### src/rtl/mda_hdmi_colour_ctrl_pkg.sv
// Shared definitions for the MDA HDMI colour sequencer.
// Colour codes and the colour-change FSM states.
package mda_pkg;

  localparam logic [1:0] COL_GREEN  = 2'b00;
  localparam logic [1:0] COL_YELLOW = 2'b01;
  localparam logic [1:0] COL_WHITE  = 2'b10;
  localparam logic [1:0] COL_RED    = 2'b11;

  typedef enum logic [1:0] {
    IDLE    = 2'd0,
    WAIT_VS = 2'd1,
    BLANK   = 2'd2
  } state_t;

  function automatic logic differs(
    input logic [1:0] a,
    input logic [1:0] b
  );
    return a != b;
  endfunction

endpackage

### src/rtl/mda_hdmi_colour_ctrl_if.sv
// Switch/vsync inputs and colour/blank outputs
// of the MDA HDMI colour sequencer.
interface mda_hdmi_colour_ctrl_if;

  logic       switch2;
  logic       switch3;
  logic       vsync;
  logic [1:0] colour_sel;
  logic       blank;
  logic       pix_en;
  logic       change_pending;

  modport master (
    output switch2,
    output switch3,
    output vsync,
    input  colour_sel,
    input  blank,
    input  pix_en,
    input  change_pending
  );

  modport slave (
    input  switch2,
    input  switch3,
    input  vsync,
    output colour_sel,
    output blank,
    output pix_en,
    output change_pending
  );

endinterface

### src/rtl/mda_hdmi_colour_ctrl_debounce.sv
// Two-flop synchroniser plus stability counter
// for a bundle of raw mechanical switches.
module mda_switch_debounce #(
  parameter int unsigned WIDTH  = 2,
  parameter int unsigned CYCLES = 8
) (
  input  logic             clk,
  input  logic             reset,
  input  logic [WIDTH-1:0] raw,
  output logic [WIDTH-1:0] stable
);

  localparam int unsigned CW = $clog2(CYCLES + 1);
  localparam logic [CW-1:0] LAST = CW'(CYCLES - 1);

  logic [WIDTH-1:0] sync1;
  logic [WIDTH-1:0] sync2;
  logic [WIDTH-1:0] cand;
  logic [CW-1:0]    cnt;

  always_ff @(posedge clk or posedge reset) begin
    if (reset) begin
      sync1 <= '0;
      sync2 <= '0;
    end else begin
      sync1 <= raw;
      sync2 <= sync1;
    end
  end

  // Any movement restarts the stability window
  always_ff @(posedge clk or posedge reset) begin
    if (reset) begin
      cand   <= '0;
      cnt    <= '0;
      stable <= '0;
    end else if (sync2 != cand) begin
      cand <= sync2;
      cnt  <= '0;
    end else if (cnt != LAST) begin
      cnt <= cnt + 1'b1;
    end else begin
      stable <= cand;
    end
  end

endmodule

### src/rtl/mda_hdmi_colour_ctrl.sv
// Applies debounced colour selections on vsync edges,
// blanking the output across each change.
import mda_pkg::*;

module mda_hdmi_colour_ctrl #(
  parameter int unsigned DEBOUNCE_CYCLES = 81285,
  parameter int unsigned BLANK_FRAMES    = 2,
  parameter bit          VSYNC_POL       = 1'b1
) (
  input logic                     clk,
  input logic                     reset,
  mda_hdmi_colour_ctrl_if.slave   bus
);

  localparam int unsigned FW = $clog2(BLANK_FRAMES + 1);
  localparam logic [FW-1:0] F_LAST = FW'(BLANK_FRAMES - 1);

  logic [1:0]    stable;
  logic          vs_act;
  logic          vs_prev;
  logic          vs_rise;
  logic          diff;
  logic          f_last;

  state_t        state_q;
  state_t        state_d;
  logic [1:0]    colour_q;
  logic [1:0]    colour_d;
  logic          blank_q;
  logic          blank_d;
  logic [FW-1:0] frame_q;
  logic [FW-1:0] frame_d;
  logic          pend_q;
  logic          pix_q;

  mda_switch_debounce #(
    .WIDTH  (2),
    .CYCLES (DEBOUNCE_CYCLES)
  ) u_debounce (
    .clk    (clk),
    .reset  (reset),
    .raw    ({bus.switch2, bus.switch3}),
    .stable (stable)
  );

  // History starts asserted so a held vsync gives no edge
  assign vs_act  = (bus.vsync == VSYNC_POL);
  assign vs_rise = vs_act & ~vs_prev;
  assign diff    = differs(stable, colour_q);
  assign f_last  = (frame_q == F_LAST);

  always_ff @(posedge clk or posedge reset) begin
    if (reset) begin
      vs_prev <= 1'b1;
      pend_q  <= 1'b0;
      pix_q   <= 1'b0;
    end else begin
      vs_prev <= vs_act;
      pend_q  <= diff;
      pix_q   <= ~pix_q;
    end
  end

  always_ff @(posedge clk or posedge reset) begin
    if (reset) begin
      state_q  <= IDLE;
      colour_q <= COL_GREEN;
      blank_q  <= 1'b0;
      frame_q  <= '0;
    end else begin
      state_q  <= state_d;
      colour_q <= colour_d;
      blank_q  <= blank_d;
      frame_q  <= frame_d;
    end
  end

  always_comb begin
    state_d = state_q;
    unique case (state_q)
      IDLE: begin
        if (diff)
          state_d = WAIT_VS;
      end
      WAIT_VS: begin
        if (!diff)
          state_d = IDLE;
        else if (vs_rise)
          state_d = BLANK;
      end
      BLANK: begin
        if (vs_rise && f_last)
          state_d = diff ? WAIT_VS : IDLE;
      end
      default: state_d = IDLE;
    endcase
  end

  always_comb begin
    colour_d = colour_q;
    blank_d  = blank_q;
    frame_d  = frame_q;
    unique case (state_q)
      IDLE: begin
      end
      WAIT_VS: begin
        if (diff && vs_rise) begin
          colour_d = stable;
          blank_d  = 1'b1;
          frame_d  = '0;
        end
      end
      BLANK: begin
        if (vs_rise) begin
          frame_d = frame_q + 1'b1;
          if (f_last)
            blank_d = 1'b0;
        end
      end
      default: begin
        blank_d = 1'b0;
      end
    endcase
  end

  assign bus.colour_sel     = colour_q;
  assign bus.blank          = blank_q;
  assign bus.pix_en         = pix_q;
  assign bus.change_pending = pend_q;

endmodule
### src/flat_wrapper.sv
// flat-port wrapper written by rule: the top's interface ports become plain ports
module mda_hdmi_colour_ctrl_flat 
#(
  parameter int unsigned DEBOUNCE_CYCLES = 81285,
  parameter int unsigned BLANK_FRAMES    = 2,
  parameter bit          VSYNC_POL       = 1'b1
)
  (clk, reset, bus_switch2, bus_switch3, bus_vsync, bus_colour_sel, bus_blank, bus_pix_en, bus_change_pending);
  mda_hdmi_colour_ctrl_if bus_i ();
  input logic clk;
  input logic reset;
  input wire logic [$bits(bus_i.switch2)-1:0] bus_switch2;
  input wire logic [$bits(bus_i.switch3)-1:0] bus_switch3;
  input wire logic [$bits(bus_i.vsync)-1:0] bus_vsync;
  output wire logic [$bits(bus_i.colour_sel)-1:0] bus_colour_sel;
  output wire logic [$bits(bus_i.blank)-1:0] bus_blank;
  output wire logic [$bits(bus_i.pix_en)-1:0] bus_pix_en;
  output wire logic [$bits(bus_i.change_pending)-1:0] bus_change_pending;
  assign bus_i.switch2 = bus_switch2;
  assign bus_i.switch3 = bus_switch3;
  assign bus_i.vsync = bus_vsync;
  assign bus_colour_sel = bus_i.colour_sel;
  assign bus_blank = bus_i.blank;
  assign bus_pix_en = bus_i.pix_en;
  assign bus_change_pending = bus_i.change_pending;
  mda_hdmi_colour_ctrl #(.DEBOUNCE_CYCLES(DEBOUNCE_CYCLES), .BLANK_FRAMES(BLANK_FRAMES), .VSYNC_POL(VSYNC_POL)) u_core (.clk(clk), .reset(reset), .bus(bus_i));
endmodule
### config.mk
export PLATFORM = sky130hd
export DESIGN_NAME = mda_hdmi_colour_ctrl_flat
export DESIGN_NICKNAME = d
export VERILOG_FILES = /design/src/rtl/mda_hdmi_colour_ctrl_pkg.sv /design/src/rtl/mda_hdmi_colour_ctrl_if.sv /design/src/rtl/mda_hdmi_colour_ctrl_debounce.sv /design/src/rtl/mda_hdmi_colour_ctrl.sv /design/src/flat_wrapper.sv
export SDC_FILE = /design/constraint.sdc
export NUM_CORES = 1
export LEC_CHECK = 0
export CAP_MARGIN = 20
export CORE_MARGIN = 5
export CORE_UTILIZATION = 52
export DETAILED_ROUTE_END_ITERATION = 10
export GPL_ROUTABILITY_DRIVEN = 0
export PLACE_DENSITY = 0.74
export REMOVE_ABC_BUFFERS = 1
export SLEW_MARGIN = 40
export SYNTH_ARGS = -nofsm -noshare
export SYNTH_HDL_FRONTEND = slang
export SYNTH_HIERARCHICAL = 1
export SYNTH_SLANG_ARGS = --single-unit
### constraint.sdc
create_clock -name clk -period 1.7 [get_ports clk]
set_clock_uncertainty 0.15 [all_clocks]
set_input_delay 0.34 -clock clk [delete_from_list [all_inputs] [get_ports clk]]
set_output_delay 0.34 -clock clk [all_outputs]
set_load 0.005 [all_outputs]
-- Yosys cells after proc, flatten, opt, wreduce, memory -nomap -nowiden
Cells that the tools add are included.
- register bits: 35
- input bits: 5
- output and inout port bits: 5
- logic and storage cells: 57
- $add $sub $neg: 2
- equality and inequality tests: 12
- muxes and demuxes: 15
- bitwise gates (word level): 6
- reduce and logical (&&, ||, !) cells: 10
- operator list (kind ; number):
    2-to-1 mux 17 bit ; 2
    adder 17 x 1 -> 17 bit (second input constant) ; 1
    != test 17 bit (second input constant) ; 1
    2-to-1 mux 2 bit ; 6
    != test 2 x 1 -> 1 bit (second input constant) ; 5
    one-hot mux 2 bit (3 select lines) ; 1
    AND reduction 3 bit ; 2
    inverter 1 bit ; 5
    equality test 2 x 1 -> 1 bit (second input constant) ; 2
    2-to-1 mux 1 bit ; 4
    != test 2 bit ; 2
    one-hot mux 2 bit (2 select lines) ; 1
    AND reduction 2 bit ; 2
    AND reduction 4 bit ; 1
    nonzero test 2 bit ; 2
    != test 3 x 2 -> 1 bit (second input constant) ; 1
    one-hot mux 1 bit (3 select lines) ; 1
    adder 2 x 1 -> 2 bit (second input constant) ; 1
    equality test 2 bit (second input constant) ; 1
    logical AND 1 bit ; 2
    zero test 2 bit ; 1
    bitwise AND 1 bit ; 1

-- Logic depth before layout (Yosys ltp)
Gate-level depths: netlist (run 1).
- word-level depth: 5
- gate-level depth with buffers: 6
- depth with buffers taken out: 6

-- Modules after synthesis
The synthesis (run 1) kept the hierarchy.
- modules (own cells, without submodules) (module ; instances ; cells an instance ; area an instance (µm²) ; sequential area each (µm²)):
    mda_switch_debounce ; 1 ; 107 ; 1154.9 ; 625.6
    mda_hdmi_colour_ctrl ; 1 ; 35 ; 454.2 ; 251.5

-- Least setup slack after synthesis (run 1)
No wires, ideal clock.
- path kind: reg2reg
- from: register u_core.u_debounce.cnt[0]
- to: register u_core.u_debounce.stable[0]
- setup time: 125 ps
- data arrival time: 1519 ps
- data required time: 1425 ps
- slack: -93 ps
- cell stages (with the launch flop): 7
- path buffers: 0
- period minus slack after synthesis: 1793 ps
- cell sequence: dfrtp_1 inv_1 ha_1 nor4bb_1 nand4_1 nor2_1 mux2_2
- cells in the longest elaborated chain, start to end: 3
- ends and longest elaborated chain (what ; line ; RTL):
    from (decl) ; mda_hdmi_colour_ctrl_debounce.sv:19 ; logic [CW-1:0] cnt;
    from (signal assigned) ; mda_hdmi_colour_ctrl_debounce.sv:41 ; cnt <= cnt + 1'b1;
    != test 17 bit ; mda_hdmi_colour_ctrl_debounce.sv:40 ; end else if (cnt != LAST) begin
    inverter 1 bit (no source line) ; -- ;
    AND reduction 2 bit (no source line) ; -- ;
    to (signal assigned) ; mda_hdmi_colour_ctrl_debounce.sv:43 ; stable <= cand;
    to (decl) ; mda_hdmi_colour_ctrl_debounce.sv:10 ; output logic [WIDTH-1:0] stable
Every way passes these cells.
A chain may end at the register's enable or synchronous reset.

-- Worst setup path after layout (run 1)
- from: register u_core.u_debounce.cnt[0]
- to: register u_core.u_debounce.stable[1]
The elaborated chain is that of the path after synthesis.

==> metrics.md, run 1 <==
| Metric | Value |
|---|---|
| Maximum vdd drop | 0.600 mV |
| Slowest cell on crit path | dfrtp_1 |
| Post-synthesis sequential area ratio | 54.5% |
| Max-slew violation total from the final report | 0 |
| Hold Path Class | input port to async pin |
| Share of cells above drive strength 1 | 30.3% |
| H-tree levels | 2 |
| Status | complete, but fails checks |
| DRC marker count from the first detailed-route iteration | 59 |
| Worst-Skew Late Latency | 350 ps |
| Final HPWL DP | 2190 um |
| Final worst-path cycle share | 103% |
| WS Path Type | flop to flop |
| Die area | 4310 um^2 |
| Post-DR vias/cell | 5.46 |
| Synth Area in Simple Gates | 20.7% |
| Worst setup margin | -49.5 ps |
| Total GRT Usage | 16.5% |
| R2r worst-path depth | 6 |
| Clock net sink count | 35 |
| Minimum clock period | 1750 ps |
| First-pass GRT wire length | 5420 um |
| N_diodes | 0 |
| Initial Utilization | 53.6% |
| Worst-Margin Slew | 426 ps |
| Max Freq | 572 MHz |
| Largest family of logic cells by synthesized area | simple AND/OR/NAND/NOR gates |
| TritonCTS clock tree | built |
| Gate Count Post-Synth | 142 |
| NumNets Final | 182 |
| Worst EP required | 1790 ps |
| Total grt overflow | 0 |
| DRT Pass-1 Iters | 4 |
| I/O pins | 10 |
| Avg Cell Area, Syn | 11.3 um^2 |
| Finished Layout Cells | 208 |
| Synth warnings | 6 |
| CTS clk-pin slew, worst paths | 110 ps |
| Synth area leader | dfrtp_1 |
| Worst R2R Setup Slack | -50 ps |
| Mux share of post-synthesis cell area | 4.04% |
| Failing checks | setup timing |
| Synth Area in Compound Gates | 6.22% |
| Nature of the critical path endpoint | flop |
| Worst-path fanout max | 2 |
| Detail Route Antenna Nets | 0 |
| CP Launch Type | flop |
| Pwr/cell area | 710 nW/um^2 |
| Post-synth top area share | 52.9% |
| Reg2reg end | u_core/u_debounce/stable[1] |
| Buf+Inv Stages, Crit Path | 1 |
| Synth Flop Type | dfrtp_1 |
| Maxcap violations | 0 |
| CP peak stage delay | 390 ps |
| # placed instances | 195 |
| Worst slew margin | 71.4% |
| Vias | 1,135 |
| Post-Synth Adder-Cell Area | 2.33% |
| Clock Root Buffer | clkbuf_4 |
| Largest net degree at the start of global routing | 26 |
| Worst EP arrival | 1840 ps |
| RSZ-0062 raised after global routing | yes |
| XOR/XNOR Fraction of Synth Area | 8.16% |
| Worst reg2reg startpoint | u_core/u_debounce/cnt[0] |
| Leak | 0.972 nW |
| Number of global-route vias before repair | 1,162 |
| Num CTS Buffers | 5 |
| # hold bufs at CTS | 0 |
| WL final | 2990 um |
| Drt drc | 0 |
| Largest cells by area after synthesis | dfrtp_1 53%, xor2_1 6.5%, nor2_1 3.3%, mux2_2 2.8%, ha_1 2.3% |
| Synthesis-to-layout area growth | 24.0% |
| Largest delay share family, worst path | simple AND/OR/NAND/NOR gates |
| Flops & latches, synth | 35 |
| Die Width | 65.6 um |
| Number of flops mapped to enable cells by yosys | 0 |
| Row cnt | 20 |
| Core box area | 3000 um^2 |
| Count leader, synth | dfrtp_1 |
| CP Cell Sequence | inv_1 > ha_1 > nor4bb_4 > nand4_1 > nor2_2 > mux2_2 |
| Drt wl/cell | 14.4 um |
| Post-place setup slack | -66.2 ps |
| Netlist Area Pre-Place | 1610 um^2 |
| Final hold violations | 0 |
| Worst setup path start | u_core/u_debounce/cnt[0] |
| Layout filler cell count | 232 |
| Post-synth ARST share | 100% |
| Port bufs | 9 |
| Final setup violation count | 2 |
| Post-synth top cells | 34 x dfrtp_1, 14 x nor2_1, 12 x xor2_1, 8 x inv_1, 7 x nand3_1 |
| Post-synth cell types | 39 |
| Initial antenna violation count | 0 |
| Clk buf depth | 2 |
| Die Y-Extent | 65.6 um |
power breakdown:
group	leakage (nW)	internal [mW]	total (mW)	switching, mW
clock network	0.0278	0.165	0.469	0.304
logic	0.480	0.0413	0.0947	0.0534
registers	0.464	0.846	0.852	0.00649
worst register-to-register path: stages, from the launching register on:
cell      delay, ps
dfrtp_1         390
inv_1            60
ha_1            150
nor4bb_4        220
nand4_1         180
nor2_2          150
mux2_2          340
cell type report:
class,instances,area (um^2),area share (%)
sequential,35,878,44.0
timing repair buffer,32,272,13.6
tap,33,41.3,2.07
clock buffer,5,37.5,1.88
multi-input combinational,92,713,35.7
clock inverter,3,23.8,1.19
inverter,8,30.0,1.50
worst max-delay path by stage:
stage	end	slack, ps	cells after the start
after detailed placement	u_core/u_debounce/stable[1]	-70	6
after global routing	u_core/u_debounce/stable[1]	-190	6
after CTS	u_core/u_debounce/cnt[16]	2	4
final	u_core/u_debounce/stable[1]	-50	6
after global placement	u_core/u_debounce/stable[0]	-5	4
after floorplan	u_core/u_debounce/stable[0]	-90	6
what timing repair did:
item | CTS | global route
buffers inserted | 1 | 4
resized for setup | 8 | 11
gates cloned | 0 | 0
setup endpoints to repair | 7 | 10
pin swaps | 1 | 5
registers in the layout (all words and copies together) (netlist names):
name                       count
u_core/u_debounce/cnt         17
u_core/u_debounce/sync1        2
u_core/u_debounce/stable       2
u_core/vs_prev                 1
u_core/frame_q                 2
u_core/u_debounce/sync2        2
u_core/bus.colour_sel          2
u_core/bus.blank               1
u_core/state_q                 2
u_core/bus.pix_en              1
u_core/u_debounce/cand         2
u_core/bus.change_pending      1
metrics by stage:
stage	instance area (um^2)	power (mW)	util [%]	hold WS [ps]	setup TNS, ps
CTS	1920	1.42	64.0	154	0
detailed placement	1840	0.958	61.3	196	-284
global route	2000	1.50	66.5	156	-783
finish	2000	1.42	66.5	137	-97.6
floorplan	1570	0.914	-	29.5	-196
global placement	1840	0.953	61.3	192	-8.96
logic make-up (layout without fill, tap and decap cells):
family	after synthesis	after routing
multiplexers	6	6
AND/OR/NAND/NOR	55	55
XOR/XNOR	15	15
adder cells (fa/ha/maj)	3	3
buffers and inverters	15	48
AO/OA/AOI/OAI	13	13
flip-flops	35	35
cells in the final DEF, fill, tap and decap left out, types with 3 or more instances in the layout:
| cell type | instances |
|---|---|
| dfrtp_1 | 33 |
| buf_4 | 20 |
| nor2_1 | 13 |
| xor2_1 | 12 |
| inv_1 | 8 |
| nand4_1 | 6 |
| clkbuf_4 | 5 |
| nand2_1 | 5 |
| nand3_1 | 5 |
| clkdlybuf4s50_1 | 4 |
| dlygate4sd2_1 | 4 |
| mux2_2 | 4 |
| and4_2 | 3 |
| a31oi_1 | 3 |
| ha_1 | 3 |
| buf_6 | 3 |
per-layer routing:
metal	vias to the layer above	part of all wire [%]	global-route usage, %
met4	0	1.5	7.51
met5	-	0	0
met1	550	48	22.0
li1	563	-	-
met2	16	46	25.0
met3	6	4.1	4.62
Power figures use the tool's default switching activity.
==> run 2: changes to the inputs <==
- CAP_MARGIN: 20 -> default
==> results of run 2 <==
No change in the layout: final DEF, timing and power equal those of run 1.
